$ cat src/rtl/fpdiv.sv
// Goldschmidt divider datapath: one 28x28 multiplier feeding registers RA, RB and RC, all steered by external selects and enables.
// Define FPDIV_IA_ROM_EN to take the initial approximation from a 64-entry reciprocal table instead of the constant 2/3.
module fpdiv (
   input  logic [27:0] d,
   input  logic [27:0] x,
   input  logic [1:0]  sel_muxa,
   input  logic [1:0]  sel_muxb,
   input  logic        enA,
   input  logic        enB,
   input  logic        enC,
   input  logic        clk,
   input  logic        reset,
   output logic [27:0] q,
   output logic [27:0] dk
);

   typedef enum logic [1:0] {
      A_RC = 2'b00,
      A_RA = 2'b01,
      A_IA = 2'b10,
      A_RB = 2'b11
   } sel_a_e;

   typedef enum logic [1:0] {
      B_D  = 2'b00,
      B_X  = 2'b01,
      B_RB = 2'b10,
      B_RA = 2'b11
   } sel_b_e;

   logic [27:0] ra_q, ra_d;
   logic [27:0] rb_q, rb_d;
   logic [27:0] rc_q, rc_d;
   logic [27:0] ia;
   logic [27:0] mux_a, mux_b;
   logic [55:0] prod;
   logic [27:0] p;
   logic        unused_prod_bits;

`ifdef FPDIV_IA_ROM_EN
   // round(16384 / (64 + i + 0.5)) rewritten in integers as floor((65536 + n) / 2n), n = 129 + 2i.
   function automatic logic [7:0] ia_entry(input int i);
      int n;
      n = 129 + 2 * i;
      return 8'((65536 + n) / (2 * n));
   endfunction

   logic [7:0] ia_rom [64];

   for (genvar g = 0; g < 64; g++) begin : g_ia_rom
      assign ia_rom[g] = ia_entry(g);
   end

   assign ia = {1'b0, ia_rom[d[26:21]], 19'b0};
`else
   assign ia = 28'h5555555;
`endif

   always_comb begin
      // NOTE: every always_comb output gets a default first so no path can infer a latch.
      mux_a = rc_q;
      mux_b = d;
      unique case (sel_a_e'(sel_muxa))
         A_RC: mux_a = rc_q;
         A_RA: mux_a = ra_q;
         A_IA: mux_a = ia;
         A_RB: mux_a = rb_q;
         default: mux_a = rc_q;
      endcase
      unique case (sel_b_e'(sel_muxb))
         B_D:  mux_b = d;
         B_X:  mux_b = x;
         B_RB: mux_b = rb_q;
         B_RA: mux_b = ra_q;
         default: mux_b = d;
      endcase
   end

   // Q1.27 * Q1.27 = Q2.54; keep bits [54:27], truncating and dropping the top integer bit.
   assign prod             = 56'(mux_a) * 56'(mux_b);
   assign p                = prod[54:27];
   assign unused_prod_bits = ^{prod[55], prod[26:0]};

   always_comb begin
      ra_d = ra_q;
      rb_d = rb_q;
      rc_d = rc_q;
      if (enA) ra_d = p;
      if (enB) rb_d = p;
      if (enC) rc_d = (~p) + 28'd1;
   end

   // NOTE: sequential state uses non-blocking assignments so all three registers see the same pre-edge product.
   always_ff @(posedge clk) begin
      if (reset) begin
         ra_q <= '0;
         rb_q <= '0;
         rc_q <= '0;
      end else begin
         ra_q <= ra_d;
         rb_q <= rb_d;
         rc_q <= rc_d;
      end
   end

   assign q  = rb_q;
   assign dk = ra_q;

endmodule

$ cat config.mk
export PLATFORM = sky130hd
export DESIGN_NAME = fpdiv
export DESIGN_NICKNAME = d
export VERILOG_FILES = /design/src/rtl/fpdiv.sv
export SDC_FILE = /design/constraint.sdc
export NUM_CORES = 2
export LEC_CHECK = 0
export ABC_AREA = 0
export CAP_MARGIN = 20
export CORE_MARGIN = 2
export CORE_UTILIZATION = 25
export DETAILED_ROUTE_END_ITERATION = 7
export PLACE_DENSITY = 0.51
export SLEW_MARGIN = 20
export SYNTH_ARGS = -nofsm -noshare
export SYNTH_HDL_FRONTEND = slang
export SYNTH_SLANG_ARGS = --single-unit
$ cat constraint.sdc
create_clock -name clk -period 13.85 [get_ports clk]
set_input_delay 1.385 -clock clk [delete_from_list [all_inputs] [get_ports clk]]
set_output_delay 1.385 -clock clk [all_outputs]
set_load 0.05 [all_outputs]
==> metrics list <==
- Max-cap violation count: 0
- Count of endpoints failing setup in the final report: 0
- The cell count after synthesis came out at 3,533.
- Accumulated negative setup slack: 0 ns
* Total number of placement rows: 127
- For this run, the number of Yosys warnings is 0.
- Required time reported for the critical path endpoint: 14.10 ns
- Syn nets: 4,472
* Fraction of post-synthesis cell area in the top cell type by area: 44.7%
* Standard cell core area: 0.120 mm2
- Counting flops and latches in the post-synthesis netlist gives 84.
- After clock tree synthesis, the clock-pin slew on the worst setup and hold paths is 0.06 ns.
- Half-perimeter wire length after placement: 95,700 um
- Final instance area: 0.0335 mm2
- Number of pins exceeding their max-slew limit in the final report: 0
* Worst max-slew margin expressed relative to the limit: 19.9%
- Placed standard-cell area: 0.0331 mm2
* Worst clock skew: 0.00692 ns
- HP Class: flop to flop
- The initial utilization of the core area, before any placement, comes to 25.1%.
- For this block, the via count after detailed routing is 24.8k.
* Most common cell after layout, fill and taps aside: sky130_fd_sc_hd__inv_1
* Total of cells resized after clock tree synthesis: 0
- Port-buffer cells: 120
- The first detailed-routing pass took 6 iterations.
- The slowest stage of the critical path belongs to the cell sky130_fd_sc_hd__o21a_1.
- In the layout the commonest cells are sky130_fd_sc_hd__inv_1 (770), sky130_fd_sc_hd__fa_1 (672), sky130_fd_sc_hd__nor2_1 (503).
- In this run the clock root is driven by a sky130_fd_sc_hd__clkbuf_16.
- Maximum number of pins on one net before global-route repair: 87
- Share of layout cells above drive strength 1: 5.19%
- DRT antenna net count: 0
- The hold violation total from the final report is 0.
- Timing would allow up to 86.4 MHz.
* Unrepaired setup endpoints after global routing: false
- Post-CTS repair timing setup buffer count: 0
- Clk Latency, worst-skew pair: 0.36 ns
* Async set or reset register ratio after synthesis: 0%
- The worst setup path is captured at a flop.
- EDFF count, synth: 0
* Wire length of the first global-routing pass: 171,000 um
- By area the synthesized netlist is led by sky130_fd_sc_hd__fa_1 (45%), sky130_fd_sc_hd__inv_1 (9.6%), sky130_fd_sc_hd__ha_1 (8.4%).
- The mapped netlist covers 0.0301 mm2.
* Area added between synthesis and finish: 11.3%
* Sort of element at the start of the critical path: input port
- The critical path contains buffers and inverters numbering 4 combined.
* Ports placed on the boundary: 121
- Total die area: 0.123 mm2
- Detailed-route wire length per cell: 22.5 um
* CP most frequent cell: sky130_fd_sc_hd__fa_1
* Highest cell delay on the worst timing path: 0.98 ns
* Tcrit/Tclk final: 83.5%
* Clock Path Buffers: 2
- Sequential elements use 5.59% of the synthesized area.
- On the final layout, the worst hold slack is 0.542 ns.
- In the routed design, unresolved DRC markers number 0.
- Total number of H-tree levels: 3
* CTS Hold Buffers Added: 0
* Total area of multi-input combinational cells: 0.0247 mm2
- Buffers inserted during clock tree synthesis total 9.
* Synth Area per Inst: 8.51 um2
- Count of clock tree sinks: 84
- Post-synthesis cell type with the largest combined area: sky130_fd_sc_hd__fa_1
- Largest fanout of any net on the critical path: 46
* Chip Height: 351 um
- The number of global-route vias before repair came to 25.5k.
* Largest delay share family, worst path: adder cells
- Data arrives at the worst endpoint at 11.82 ns.
* TritonCTS clock tree: yes
* Number of nets at the end of the flow: 4,500
- At the end of routability-driven placement, the weighted congestion stood at 0.940.
- Summing all flip-flop and latch instances after layout gives 0.00168 mm2.
* Total routed wirelength: 117,000 um
- Overall Global Routing Usage: 19.1%
- Number of antenna violations at the first check in global routing: 7
- Outcome: completed
- Starting DRC count in detailed routing: 2,099
- Number of fillers in the final layout: 12.9k
- The setup path with the least slack is of type input port to flop.
* Post-route core utilization: 28.0%
* Slew @ Worst Pin: 1.19 ns
* Chip Width: 351 um
- Among all flip-flop cells after synthesis, the most frequent one is sky130_fd_sc_hd__dfxtp_1.
- Remaining Overflow, GRT: 0
* Synth cell types: 83
- Period minus WS final: 11.57 ns
* Via/cell ratio: 4.78
[logic make-up (layout without fill, tap and decap cells)]
kind of cell             after synthesis  after routing  share of synthesized area, %
AND/OR/NAND/NOR                     1105           1105                          15.4
buffers and inverters                955            987                          12.3
adder cells (fa/ha/maj)              874            874                          53.1
AO/OA/AOI/OAI                        322            322                          7.09
multiplexers                         141            141                          5.06
flip-flops                            84             84                          5.59
XOR/XNOR                              52             52                          1.51
other                                  0              1                             0
[worst min-delay path: stages (launching register included)]
cell and delay [ns]:
sky130_fd_sc_hd__dfxtp_1 0.36, sky130_fd_sc_hd__nand2_1 0.08, sky130_fd_sc_hd__a21oi_1 0.05
[final timing paths]
check / endpoint / from / cells past startpoint / slack (ns)
max: rc_q[26] / sel_muxa[0] / 27 / 2.28
min: rc_q[24] / rc_q[24] / 2 / 0.54
max reg2reg: rc_q[26] / dk[2] / 29 / 3.93
min reg2reg: rc_q[24] / rc_q[24] / 2 / 0.54
[synthesized netlist by cell type, drive strengths merged, types with 26 or more instances]
cell / number
inv: 770
ha: 202
clkbuf: 160
o21a: 41
fa: 672
mux2i: 98
nand2: 456
mux2: 39
nor2: 504
nand4: 26
a21oi: 72
dfxtp: 84
xnor2: 37
o21ai: 83
[state kept, by name (all words and copies together) (netlist names)]
signal and cells:
q 28, rc_q 28, dk 28
[through the flow]
step	instances	setup WS, ns
floorplan	3533	3.37
finish	5178	2.28
CTS	5177	2.48
global route	5177	1.99
detailed placement	5162	2.11
global placement	5162	2.16
[area by class of cell]
class / count / share of cell area [%]
Multi-Input combinational cell: 2494 / 73.9
Clock buffer: 10 / 0.714
Antenna cell: 1 / 0.00748
Tap cell: 1612 / 6.03
Sequential cell: 84 / 5.03
Timing Repair Buffer: 202 / 5.36
Inverter: 770 / 8.64
Clock inverter: 5 / 0.322
[layer usage]
layer | routed length, um | global-route usage (%) | vias to the layer above
li1 | - | - | 10700
met1 | 47900 | 25.2 | 12800
met2 | 53600 | 30.8 | 1063
met3 | 9770 | 3.74 | 221
met4 | 5380 | 6.95 | 4
met5 | 22 | 0 | -
Power is not shown: default switching activity piles up to over one toggle a cycle in this logic, so the estimate is an artifact.
